File: config.mk
export PLATFORM = sky130hd
export DESIGN_NAME = sram_result_reader_flat
export DESIGN_NICKNAME = d
export VERILOG_FILES = /design/src/rtl/ntlm_pkg.sv /design/src/rtl/sram_result_reader_if.sv /design/src/rtl/sram_result_reader_word_byte_shifter.sv /design/src/rtl/sram_result_reader.sv /design/src/flat_wrapper.sv
export SDC_FILE = /design/constraint.sdc
export NUM_CORES = 1
export LEC_CHECK = 0
export BUFFER_PORTS_ARGS = -buffer_cell sky130_fd_sc_hd__buf_4
export CORE_AREA = 2 2 120 122
export DETAILED_ROUTE_END_ITERATION = 10
export DIE_AREA = 0 0 122 124
export PLACE_DENSITY = 0.85
export REMOVE_ABC_BUFFERS = 1
export SLEW_MARGIN = 30
export SYNTH_ARGS = -nofsm -noshare
export SYNTH_HDL_FRONTEND = slang
export SYNTH_SLANG_ARGS = --single-unit
File: constraint.sdc
create_clock -name clk -period 1.9 [get_ports clk]
set_input_delay 0.38 -clock clk [delete_from_list [all_inputs] [get_ports clk]]
set_output_delay 0.38 -clock clk [all_outputs]
set_load 0.01 [all_outputs]
File: src/rtl/ntlm_pkg.sv
// Shared definitions for the NTLM cracker SRAM path: memory geometry and the
// result-reader state encoding.
package ntlm_pkg;

    localparam int unsigned SRAM_ADDR_W = 10;
    localparam int unsigned SRAM_DATA_W = 128;

    typedef enum logic [2:0] {
        RD_IDLE,
        RD_READ,
        RD_WAIT_DATA,
        RD_SEND,
        RD_WAIT_TX,
        RD_DONE
    } reader_state_t;

    // Width of a byte index over nbytes bytes, never narrower than one bit.
    function automatic int unsigned byte_idx_width(input int unsigned nbytes);
        return (nbytes > 1) ? $clog2(nbytes) : 1;
    endfunction

endpackage

File: src/rtl/sram_result_reader_if.sv
// SRAM read port plus the byte/strobe/done handshake towards tx_data, as seen
// by the result reader (master) and by the SRAM/transmitter side (slave).
interface sram_result_reader_if #(
    parameter int unsigned ADDR_W = ntlm_pkg::SRAM_ADDR_W,
    parameter int unsigned DATA_W = ntlm_pkg::SRAM_DATA_W
);

    logic              read_enable;
    logic [ADDR_W-1:0] address;
    logic [DATA_W-1:0] read_data;
    logic [7:0]        out_byte;
    logic              shift_out;
    logic              tx_done;

    modport master (
        output read_enable,
        output address,
        input  read_data,
        output out_byte,
        output shift_out,
        input  tx_done
    );

    modport slave (
        input  read_enable,
        input  address,
        output read_data,
        input  out_byte,
        input  shift_out,
        output tx_done
    );

endinterface

File: src/rtl/sram_result_reader_word_byte_shifter.sv
// Holds one SRAM word and walks through it MSB byte first: load, shift left by
// one byte, and flag when the byte currently on top is the word's last.
module word_byte_shifter
    import ntlm_pkg::*;
#(
    parameter int unsigned DATA_W = SRAM_DATA_W
) (
    input  logic              clk,
    input  logic              n_rst,
    input  logic              load_i,
    input  logic [DATA_W-1:0] data_i,
    input  logic              shift_i,
    output logic [7:0]        next_byte_o,
    output logic              last_byte_o
);

    localparam int unsigned BYTES_PER_WORD = DATA_W / 8;
    localparam int unsigned IDX_W          = byte_idx_width(BYTES_PER_WORD);

    logic [DATA_W-1:0] word_q, word_d, shifted;
    logic [IDX_W-1:0]  idx_q, idx_d;

    always_comb begin
        shifted = word_q << 8;
        word_d  = word_q;
        idx_d   = idx_q;
        if (load_i) begin
            word_d = data_i;
            idx_d  = '0;
        end else if (shift_i) begin
            word_d = shifted;
            idx_d  = idx_q + 1'b1;
        end
    end

    always_ff @(posedge clk or negedge n_rst) begin
        if (!n_rst) begin
            word_q <= '0;
            idx_q  <= '0;
        end else begin
            word_q <= word_d;
            idx_q  <= idx_d;
        end
    end

    // Byte that becomes the top byte after the next shift.
    assign next_byte_o = shifted[DATA_W-1 -: 8];
    assign last_byte_o = (idx_q == IDX_W'(BYTES_PER_WORD - 1));

endmodule

File: src/rtl/sram_result_reader.sv
// Streams entry_count SRAM words, MSB byte first, into the UART transmitter.
// Build option: define RESULT_READER_NULL_SKIP_EN to drop 0x00 padding bytes.
module sram_result_reader
    import ntlm_pkg::*;
#(
    parameter int unsigned ADDR_W = SRAM_ADDR_W,
    parameter int unsigned DATA_W = SRAM_DATA_W
) (
    input  logic              clk,
    input  logic              n_rst,
    input  logic              start,
    input  logic              clear,
    input  logic [ADDR_W-1:0] start_addr,
    input  logic [ADDR_W-1:0] entry_count,
    output logic              busy,
    output logic              done,
    sram_result_reader_if.master bus
);

`ifdef RESULT_READER_NULL_SKIP_EN
    localparam bit NULL_SKIP = 1'b1;
`else
    localparam bit NULL_SKIP = 1'b0;
`endif

    reader_state_t     state_q;
    logic [ADDR_W-1:0] addr_q;
    logic [ADDR_W-1:0] words_q;
    logic              read_en_q;
    logic              shift_out_q;
    logic              skip_q;
    logic              busy_q;
    logic              done_q;
    logic [7:0]        out_byte_q;

    logic              sh_load;
    logic              byte_adv;
    logic [7:0]        sh_next_byte;
    logic              sh_last;
    logic [7:0]        send_byte;
    logic              send_skip;

    word_byte_shifter #(
        .DATA_W (DATA_W)
    ) u_shifter (
        .clk         (clk),
        .n_rst       (n_rst),
        .load_i      (sh_load),
        .data_i      (bus.read_data),
        .shift_i     (byte_adv),
        .next_byte_o (sh_next_byte),
        .last_byte_o (sh_last)
    );

    // A skipped zero byte in SEND completes exactly like a tx_done in WAIT_TX.
    always_comb begin
        sh_load  = 1'b0;
        byte_adv = 1'b0;
        if (!clear) begin
            sh_load  = (state_q == RD_WAIT_DATA);
            byte_adv = ((state_q == RD_WAIT_TX) && bus.tx_done) ||
                       ((state_q == RD_SEND) && skip_q);
        end
        send_byte = (state_q == RD_WAIT_DATA) ? bus.read_data[DATA_W-1 -: 8]
                                              : sh_next_byte;
        send_skip = NULL_SKIP && (send_byte == 8'h00);
    end

    always_ff @(posedge clk or negedge n_rst) begin
        if (!n_rst) begin
            state_q     <= RD_IDLE;
            addr_q      <= '0;
            words_q     <= '0;
            read_en_q   <= 1'b0;
            shift_out_q <= 1'b0;
            skip_q      <= 1'b0;
            busy_q      <= 1'b0;
            done_q      <= 1'b0;
            out_byte_q  <= '0;
        end else if (clear) begin
            state_q     <= RD_IDLE;
            read_en_q   <= 1'b0;
            shift_out_q <= 1'b0;
            skip_q      <= 1'b0;
            busy_q      <= 1'b0;
            done_q      <= 1'b0;
        end else begin
            read_en_q   <= 1'b0;
            shift_out_q <= 1'b0;
            skip_q      <= 1'b0;
            done_q      <= 1'b0;

            unique case (state_q)
                RD_IDLE: begin
                    if (start) begin
                        addr_q  <= start_addr;
                        words_q <= entry_count;
                        busy_q  <= 1'b1;
                        if (entry_count == '0) begin
                            state_q <= RD_DONE;
                        end else begin
                            state_q   <= RD_READ;
                            read_en_q <= 1'b1;
                        end
                    end
                end
                RD_READ: state_q <= RD_WAIT_DATA;
                RD_WAIT_DATA: begin
                    state_q     <= RD_SEND;
                    shift_out_q <= !send_skip;
                    skip_q      <= send_skip;
                    if (!send_skip) out_byte_q <= send_byte;
                end
                RD_SEND: begin
                    if (!skip_q) state_q <= RD_WAIT_TX;
                end
                RD_WAIT_TX: begin
                end
                // Entered with done_q low only for an empty dump: one settle
                // cycle, then the pulse, then back to IDLE.
                RD_DONE: begin
                    if (done_q) begin
                        state_q <= RD_IDLE;
                        busy_q  <= 1'b0;
                    end else begin
                        done_q <= 1'b1;
                    end
                end
                default: state_q <= RD_IDLE;
            endcase

            if (byte_adv) begin
                if (!sh_last) begin
                    state_q     <= RD_SEND;
                    shift_out_q <= !send_skip;
                    skip_q      <= send_skip;
                    if (!send_skip) out_byte_q <= send_byte;
                end else begin
                    words_q <= words_q - 1'b1;
                    addr_q  <= addr_q + 1'b1;
                    if (words_q == ADDR_W'(1)) begin
                        state_q <= RD_DONE;
                        done_q  <= 1'b1;
                    end else begin
                        state_q   <= RD_READ;
                        read_en_q <= 1'b1;
                    end
                end
            end
        end
    end

    assign bus.read_enable = read_en_q;
    assign bus.address     = addr_q;
    assign bus.out_byte    = out_byte_q;
    assign bus.shift_out   = shift_out_q;
    assign busy            = busy_q;
    assign done            = done_q;

endmodule

File: src/flat_wrapper.sv
// flat-port wrapper written by rule: the top's interface ports become plain ports
module sram_result_reader_flat import ntlm_pkg::*;
#(
    parameter int unsigned ADDR_W = SRAM_ADDR_W,
    parameter int unsigned DATA_W = SRAM_DATA_W
)
  (clk, n_rst, start, clear, start_addr, entry_count, busy, done, bus_read_enable, bus_address, bus_read_data, bus_out_byte, bus_shift_out, bus_tx_done);
  sram_result_reader_if #(.ADDR_W(ADDR_W), .DATA_W(DATA_W)) bus_i ();
  input  logic clk;
  input  logic n_rst;
  input  logic start;
  input  logic clear;
  input  logic [ADDR_W-1:0] start_addr;
  input  logic [ADDR_W-1:0] entry_count;
  output logic busy;
  output logic done;
  output wire logic [$bits(bus_i.read_enable)-1:0] bus_read_enable;
  output wire logic [$bits(bus_i.address)-1:0] bus_address;
  input wire logic [$bits(bus_i.read_data)-1:0] bus_read_data;
  output wire logic [$bits(bus_i.out_byte)-1:0] bus_out_byte;
  output wire logic [$bits(bus_i.shift_out)-1:0] bus_shift_out;
  input wire logic [$bits(bus_i.tx_done)-1:0] bus_tx_done;
  assign bus_read_enable = bus_i.read_enable;
  assign bus_address = bus_i.address;
  assign bus_i.read_data = bus_read_data;
  assign bus_out_byte = bus_i.out_byte;
  assign bus_shift_out = bus_i.shift_out;
  assign bus_i.tx_done = bus_tx_done;
  sram_result_reader #(.ADDR_W(ADDR_W), .DATA_W(DATA_W)) u_core (.clk(clk), .n_rst(n_rst), .start(start), .clear(clear), .start_addr(start_addr), .entry_count(entry_count), .busy(busy), .done(done), .bus(bus_i));
endmodule
After elaboration in Yosys (flattened, before gate mapping) --
Index checks and enable logic that the tools add are counted.
Operators by class: add/sub/neg operators 3, $mul 0, divide/modulo/power cells 0, $lt $le $gt $ge 0, equal/unequal tests 12, shift-type cells 0, multiplexer cells 47, bitwise gates (word level) 0, reductions and logical operators 7
Operators with widths (count):
- 120-bit 2-to-1 mux | 2
- 10-bit 2-to-1 mux | 8
- 8-bit 2-to-1 mux | 4
- 1-bit 2-to-1 mux | 22
- 3-bit 2-to-1 mux | 7
- 3-bit case mux with 6 select lines | 1
- 10-bit by 1-bit adder with 10-bit output (second input constant) | 1
- 10-bit by 1-bit == test with 1-bit output (second input constant) | 1
- 10-bit zero test | 1
- 10-bit by 1-bit subtractor with 10-bit output (second input constant) | 1
- 4-bit 2-to-1 mux | 2
- 3-bit by 2-bit == test with 1-bit output (second input constant) | 2
- 3-bit == test (second input constant) | 2
- 3-bit by 2-bit inequality test with 1-bit output (second input constant) | 2
- 3-bit AND reduction | 2
- 4-bit by 1-bit adder with 4-bit output (second input constant) | 1
- 4-bit == test (second input constant) | 1
- 4-bit by 2-bit inequality test with 1-bit output (second input constant) | 1
- 4-bit by 3-bit inequality test with 1-bit output (second input constant) | 1
- 3-bit by 1-bit == test with 1-bit output (second input constant) | 1
- 3-bit zero test | 1
- 3-bit inequality test (second input constant) | 1
- 3-bit nonzero test | 1
- 1-bit case mux with 2 select lines | 1
- other kinds (2) | 2
Storage, ports and cells: register bits after elaboration 159, bits in latches 0, bits in writable memories 0, memory bits (read-only) 0, input port bits 153, output and inout bits 22, logic and storage cells 79, memories 0

Logic depth before layout (Yosys ltp) --
Gate-level depths: netlist (run 1).
depth in word-level cells 8, mapped depth 8, mapped depth without buffers 6

Cells and area by module --
A second synthesis (run 1) with hierarchy kept.
Unflattened totals: cell total of the unflattened synthesis 765, area, all modules 7722.4 µm²
By module, submodules not included:
- word_byte_shifter | times used 1, cells each 546, area each 5733.0 µm², seq. area each 3103.0 µm²
- sram_result_reader | times used 1, cells each 219, area each 1989.4 µm², seq. area each 875.8 µm²

Least setup slack after synthesis (run 1) --
Ideal clock, no wire load.
path type register -> register, start reg u_core.state_q[1], end reg u_core.addr_q[4] (netlist: u_core.bus.address[4]), library setup time 0.121 ns, arrival time 1.572 ns, required time 1.779 ns, slack 0.206 ns, stages on the path, launching flop included 6, path buffers 2, period minus slack after synthesis 1.694 ns, cells stage by stage dfrtp_1 > buf_6 > or4b_4 > buf_2 > o22a_1 > o22a_1
Between the ends: word-level cells in the longest chain between the ends 4, elaborated cells on any way between the ends 7, those cells by class 1 x eq/ne; 4 x mux; 2 x reduce/logical
RTL lines:
- start: declaration | RTL line sram_result_reader.sv:26 | reader_state_t state_q;
- start signal: assignment | RTL line sram_result_reader.sv:71 | state_q <= RD_IDLE;
- start signal: assignment | RTL line sram_result_reader.sv:81 | state_q <= RD_IDLE;
- start signal: assignment | RTL line sram_result_reader.sv:100 | state_q <= RD_DONE;
- 3-bit zero test or 3-bit == test (tied branches) | RTL line sram_result_reader.sv:93, sram_result_reader.sv:61
- 10-bit 2-to-1 mux or 1-bit logical AND (tied branches) | RTL line sram_result_reader.sv:93, sram_result_reader.sv:61
- 10-bit 2-to-1 mux or 1-bit 2-to-1 mux (tied branches) | RTL line sram_result_reader.sv:133, sram_result_reader.sv:59
- 10-bit 2-to-1 mux (*) | RTL line sram_result_reader.sv:132 | if (byte_adv) begin
- end signal: assignment | RTL line sram_result_reader.sv:96 | addr_q <= start_addr;
- end signal: assignment | RTL line sram_result_reader.sv:140 | addr_q <= addr_q + 1'b1;
- end: declaration | RTL line sram_result_reader.sv:27 | logic [ADDR_W-1:0] addr_q;
Every way passes the cells marked *; elsewhere a longest branch is shown, timed or not. A chain may end at the register's enable or synchronous reset.

Worst setup path after layout (run 1) --
start reg u_core.u_shifter.idx_q[0], end reg u_core.words_q[6]
Between the ends: word-level cells in the longest chain between the ends 3
RTL lines:
- start: declaration | RTL line sram_result_reader_word_byte_shifter.sv:21 | logic [IDX_W-1:0] idx_q, idx_d;
- start signal: assignment | RTL line sram_result_reader_word_byte_shifter.sv:42 | idx_q <= idx_d;
- 4-bit == test | RTL line sram_result_reader_word_byte_shifter.sv:48 | assign last_byte_o = (idx_q == IDX_W'(BYTES_PER_WORD - 1));
- 10-bit 2-to-1 mux | RTL line sram_result_reader.sv:133 | if (!sh_last) begin
- 10-bit 2-to-1 mux | RTL line sram_result_reader.sv:132
- end signal: assignment | RTL line sram_result_reader.sv:97 | words_q <= entry_count;
- end signal: assignment | RTL line sram_result_reader.sv:139 | words_q <= words_q - 1'b1;
- end: declaration | RTL line sram_result_reader.sv:28 | logic [ADDR_W-1:0] words_q;
Every way passes these cells.

==> results of run 1 <==
## report_power, final
group,switching (mW),internal (mW),leakage [nW]
registers,0.976,4.89,1.94
logic,1.92,1.72,2.58
clock network,1.40,2.02,0.285
total,4.30,8.63,4.80
## path summary, 6_finish.rpt
kind / startpoint / slack [ps] / to / cells past startpoint
hold / removal: bus_read_data[6] / 140 / u_core.u_shifter.word_q[6] / 3
setup reg to reg: u_core.u_shifter.idx_q[0] / 50 / u_core.words_q[6] / 7
max in group asynchronous: n_rst / 860 / u_core.u_shifter.word_q[36] / 3
hold reg to reg: u_core.u_shifter.word_q[72] / 470 / u_core.u_shifter.word_q[72] / 2
setup / recovery: u_core.u_shifter.idx_q[0] / 50 / u_core.words_q[6] / 7
min in group asynchronous: n_rst / 470 / u_core.bus.address[8] / 2
## layer usage
metal / GRT usage, % / share of wire, % / wire length (microns) / vias up
met5: 0 / 0 / 0 / -
met4: 9.70 / 2.2 / 425 / 0
met3: 7.33 / 7.7 / 1500 / 41
met2: 41.1 / 48 / 9330 / 276
met1: 33.8 / 42 / 8150 / 3182
li1: - / - / - / 3146
## final cells by class
| cell class | instances | area share, % |
|---|---|---|
| Tap cell | 180 | 2.32 |
| Clock inverter | 11 | 1.33 |
| Multi-Input combinational cell | 569 | 31.3 |
| Timing Repair Buffer | 210 | 18.6 |
| Clock buffer | 21 | 4.74 |
| Inverter | 20 | 0.773 |
| Sequential cell | 159 | 41.0 |
## flip-flops by register name, indices dropped and copies added (netlist names)
name and flops:
u_core.busy 1, u_core.bus.shift_out 1, u_core.state_q 3, u_core.words_q 10
u_core.u_shifter.idx_q 4, u_core.bus.read_enable 1, u_core.done 1, u_core.bus.out_byte 8
u_core.u_shifter.word_q 120, u_core.bus.address 10
## stage by stage
| stage | total power, mW | area [sq um] |
|---|---|---|
| floorplan | 7.86 | 7050 |
| global placement | 9.23 | 9040 |
| detailed placement | 9.45 | 9040 |
| CTS | 12.9 | 9640 |
| global route | 13.8 | 9710 |
| finish | 12.9 | 9710 |
## kinds of logic (layout without fill, tap and decap cells)
logic type | count (synthesis) | count (layout)
DFF | 159 | 159
and+or+nand+nor | 368 | 368
adders and majority gates | 4 | 4
AOI/OAI and AO/OA | 193 | 193
buffers and inverters | 76 | 262
xor gates and xnor gates | 4 | 4
## worst min-delay path, cell delays in order
cell and delay, ps:
buf_4 70, nand2_1 40, nand2_1 40
## timing repair
action / CTS / global route
hold endpoints to repair: 39 / 0
hold buffers: 1 / 0
resized for setup: 0 / 8
setup endpoints to repair: 0 / 22
setup buffers: 0 / 1
## cells in the final DEF, fill, tap and decap left out, drive strengths merged, types with 3 or more instances in the layout
cell / synthesis / routed
a22oi: 85 / 85
and3: 3 / 3
a31oi: 35 / 35
a211oi: 3 / 3
xor2: 3 / 3
nand2b: 4 / 4
or3: 3 / 3
clkbuf: 16 / 22
buf: 40 / 208
o21ai: 11 / 11
nor3: 13 / 13
o22a: 6 / 6
o22ai: 13 / 13
dfrtp: 159 / 159
nand3: 14 / 14
nor4: 5 / 5
a21oi: 26 / 26
inv: 20 / 24
o31ai: 3 / 3
ha: 4 / 4
nand4: 8 / 8
nand2: 248 / 248
nor2: 59 / 59
clkinv: 0 / 3
==> results.cfg, run 1 <==
[drt]
remaining_drc_errors = 0
post_drt_wl_per_cell_microns = 16.6
via_per_inst = 5.68
vias = 6645
first_pass_iters = 6
first_iter_violations = 580
postRouteAntennaNets = 0
drt_wl_total_mm = 19.4

[timing]
drv_slew = 0
hold_viol = 0
relSlewSlack_pct = 69.4
worstMarginPinSlew_ps = 459
holdWs_ps = 139
final-setup-viol-count = 0
fmax_mhz = 541
setup_tns_ps = 0
min_period_over_period_pct = 97.3
rsz0062_at_grt = true
period_minus_slack_ps = 1850
fin_ws_ps = 50.5
skew_ps = 12.0

[synth]
ys.flop_type = dfrtp_1
synth_compound_area_share_pct = 18.2
syn_inst = 804
synth_top_family_by_area = simple AND/OR/NAND/NOR gates
syn_area_per_cell_sq_um = 9.11
ys_top_cells_by_count = nand2_1, dfrtp_1, a22oi_1
synth-simple-area-share_pct = 21.5
yosysTopAreaCellShare_pct = 54.3
synth_cell_types = 53
yosysSeqAreaShare_pct = 54.3
synth_top_area_cell = dfrtp_1
yosys.cell_count.top_type = nand2_1
synthesis.area_sq_um = 7320
synth_area_leaders = dfrtp_1, nand2_1, a22oi_1
synthXorXnorAreaFrac_pct = 0.478
synth_edf_count = 0
yosys.area_share.adder_pct = 0.683
async_reset_ff_share_pct = 100
yosysWarnings = 0
yosys-mux-area-fraction_pct = 0
ys_ff_latch = 159

[power_and_ir_drop]
power.density_nw_per_um2 = 1330
p_leak_nw = 4.80
ir_drop_uv = 745

[finish]
diodes = 0
fillCellCount = 1031
final_cells = 1170
drive_above_1_share_pct = 26.1
fin_nets = 1134
area_growth_pct = 32.6
multi_input_area_sq_um = 3040
final_util_pct = 70.8
regArea_sq_um = 3980

[die]
pin_count = 175
coreArea_sq_um = 13700
die_w_microns = 122
dieArea_sq_um = 15100
dieHeight_microns = 124
rows = 43
start_util_pct = 53.4

[worst_setup_path]
critical-path-max-stage-delay_ps = 380
critPathKind = flop to flop
crit_path_start_kind = flop
cp_slowest_cell = dfrtp_1
critical_path.endpoint_type = flop
arrival_ps = 2160
worstPathRequired_ps = 2210
path_delay_family = simple AND/OR/NAND/NOR gates
path_cells = ha_2 -> and3_1 -> and3_1 -> buf_12 -> nand4b_1 -> o22a_1 -> o22a_1
path_buf_inv = 1
cp_max_fo = 19

[placed_design]
place_inst = 1135
port_buffers = 174
pre_cts_ws_ps = -43.6
globalplace.congestion = 0.888
hpwl_mm = 12.7

[clock_tree]
clkSlewWorstSetupHoldPaths_ps = 70
cts_tree = yes
clk_path_buf_depth = 2
htreeDepth = 4
clock_latency_ps = 430
cts_buffers = 17
root_buffer = clkbuf_16
numClockSinks = 159

[global_route]
grt_pass1_vias = 6339
grt_antenna_before_repair = 0
grt_use_total_pct = 25.8
grt_max_degree = 60
gr-total-overflow = 0
grt_pass1_wl_mm = 30.6

[min_path]
hold_path.class = input pin to flop

[run]
drv_cap = 0

[run_status]
outcome = finished, final reports clean
(Power assumes the default switching activity.)
==> run 2, diff against run 1 <==
--- a/config.mk
+++ b/config.mk
@@ -9,7 +9,7 @@
 export CORE_AREA = 2 2 120 122
 export DETAILED_ROUTE_END_ITERATION = 10
 export DIE_AREA = 0 0 122 124
-export PLACE_DENSITY = 0.85
+export PLACE_DENSITY = 0.86
 export REMOVE_ABC_BUFFERS = 1
 export SLEW_MARGIN = 30
 export SYNTH_ARGS = -nofsm -noshare
==> run 2 against run 1 <==
  * Routed wire length decreased by 2.2%
  * Clock skew decreased by 3.5 ps
  * Final area decreased by 1.2%
  * Die area unchanged
  * Critical path type unchanged
  * Largest cell class unchanged
==> results.cfg, run 2 (synthesized netlist as in run 1, its figures left out) <==
[finish]
diodes = 0
area_growth_pct = 31.0
drive_above_1_share_pct = 25.7
largest_reg_flops = 120
layout_common_cells = nand2_1, buf_4, dfrtp_1, a22oi_1, nor2_1
final_common_cell = nand2_1
top_register = u_core.u_shifter.word_q
postLayoutCellArea_sq_um = 9590
fin_nets = 1135

[clock_tree]
clk_path_buf_depth = 2
clock_latency_ps = 420
clkSlewWorstSetupHoldPaths_ps = 60
numClockSinks = 159
cts_buffers = 17
root_buffer = clkbuf_16
htreeDepth = 4
cts_tree = yes

[timing]
worstMarginPinSlew_ps = 550
min_period_over_period_pct = 98.5
holdWs_ps = 140
hold_viol = 0
drv_slew = 0
rsz0062_at_grt = true
period_minus_slack_ps = 1870
relSlewSlack_pct = 63.3
fin_ws_ps = 28.7
final-setup-viol-count = 0
skew_ps = 8.45
fmax_mhz = 534

[placed_design]
port_buffers = 174
pre_cts_ws_ps = 16.3
placed_area_sq_um = 9030
hpwl_mm = 12.5
globalplace.congestion = 0.857

[drt]
first_iter_violations = 510
dr_wl_met2_mm = 9.27
remaining_drc_errors = 0
dr.max_layer_used = met4
vias = 6605
first_pass_iters = 5
via_per_inst = 5.65
post_drt_wl_per_cell_microns = 16.2
drt_wl_total_mm = 19.0
postRouteAntennaNets = 0
met3WireLength_mm = 1.45
wl_met1_mm = 7.73

[power_and_ir_drop]
p_leak_nw = 4.75
power.density_nw_per_um2 = 1310
ir_drop_uv = 754

[min_path]
hp-start = bus_read_data[5]
holdPathEnd = u_core.u_shifter.word_q[5]
whs_path_depth = 3
hold_path.class = input pin to flop

[die]
dieArea_sq_um = 15100
start_util_pct = 53.4
rows = 43
pin_count = 175
die_w_microns = 122
coreArea_sq_um = 13700
dieHeight_microns = 124

[global_route]
grt_use_total_pct = 26.4
grt_pass1_vias = 6516
grt_max_degree = 102
grt_antenna_before_repair = 0
grt_pass1_wl_mm = 31.3
gr-total-overflow = 0

[worst_setup_path]
r2r_start = u_core.state_q[0]
cp_max_fo = 9
reg2reg_depth = 6
arrival_ps = 2180
crit_path_start_kind = flop
worstPathRequired_ps = 2210
critical_path.endpoint_type = flop
r2r-end = u_core.state_q[2]
critPathKind = flop to flop
r2r_slack_ps = 30

[run]
drv_cap = 0

[run_status]
outcome = finished, final reports clean
[run 2: cell types whose count changed in the layout (fill, tap and decap cells not counted), sizes merged]
cell	delta
inv	-3
buf	+2
clkbuf	-1
bufinv	-2
clkinv	+3
[run 2: layout make-up]
class	instances	area, sq um
multi-input combinational	569	3050
sequential	159	3980
fill	1057	4130
timing repair buffer	211	1750
tap	180	225
clock buffer	21	450
clock inverter	9	65.1
inverter	20	75.1
[run 2: critical path: stages, from the launching register on]
cell and delay, ps:
dfrtp_1 450, buf_4 210, or3_1 420, a211oi_4 300
or3_4 190, a31oi_1 40, a21o_1 160
[run 2: through the flow]
stage	setup TNS, ps	power, mW	instances	util (%)
CTS	0	12.5	1168	69.7
finish	0	12.5	1169	69.9
floorplan	-298850	7.86	748	-
detailed placement	0	9.44	1137	65.8
global placement	0	9.22	1137	65.8
global route	-172	13.4	1169	69.9
[run 2: how the worst max path moves through the flow]
| stage | from | to | slack, ps | depth (start not counted) |
|---|---|---|---|---|
| 2_1_floorplan | u_core.state_q[0] | u_core.u_shifter.word_q[10] | -2710 | 5 |
| 3_3_place_gp | clear | u_core.bus.out_byte[5] | 80 | 7 |
| 3_5_place_dp | u_core.state_q[0] | u_core.state_q[2] | 20 | 6 |
| 4_1_cts | u_core.state_q[0] | u_core.state_q[2] | 5 | 6 |
| 5_1_grt | u_core.u_shifter.idx_q[1] | u_core.words_q[3] | -50 | 7 |
| 6_report | u_core.state_q[0] | u_core.state_q[2] | 30 | 6 |
[run 2: report_power, final]
part	switching, mW	total [mW]	internal [mW]	leakage [nW]
Combinational	1.92	3.63	1.71	2.56
Clock	1.36	3.05	1.69	0.249
Sequential	0.979	5.87	4.89	1.94
[run 2: repair_timing]
item                                   4_1_cts  5_1_grt
setup endpoints to repair                    0       23
endpoints found under the hold margin       58        0
hold buffers                                 1        0
resized for setup                            0        5
setup buffers                                0        1
[run 2: layer usage]
metal,vias to the layer above,track usage (%)
li1,3148,-
met1,3152,33.8
met2,262,42.4
met3,43,7.60
met4,0,11.1
met5,-,0
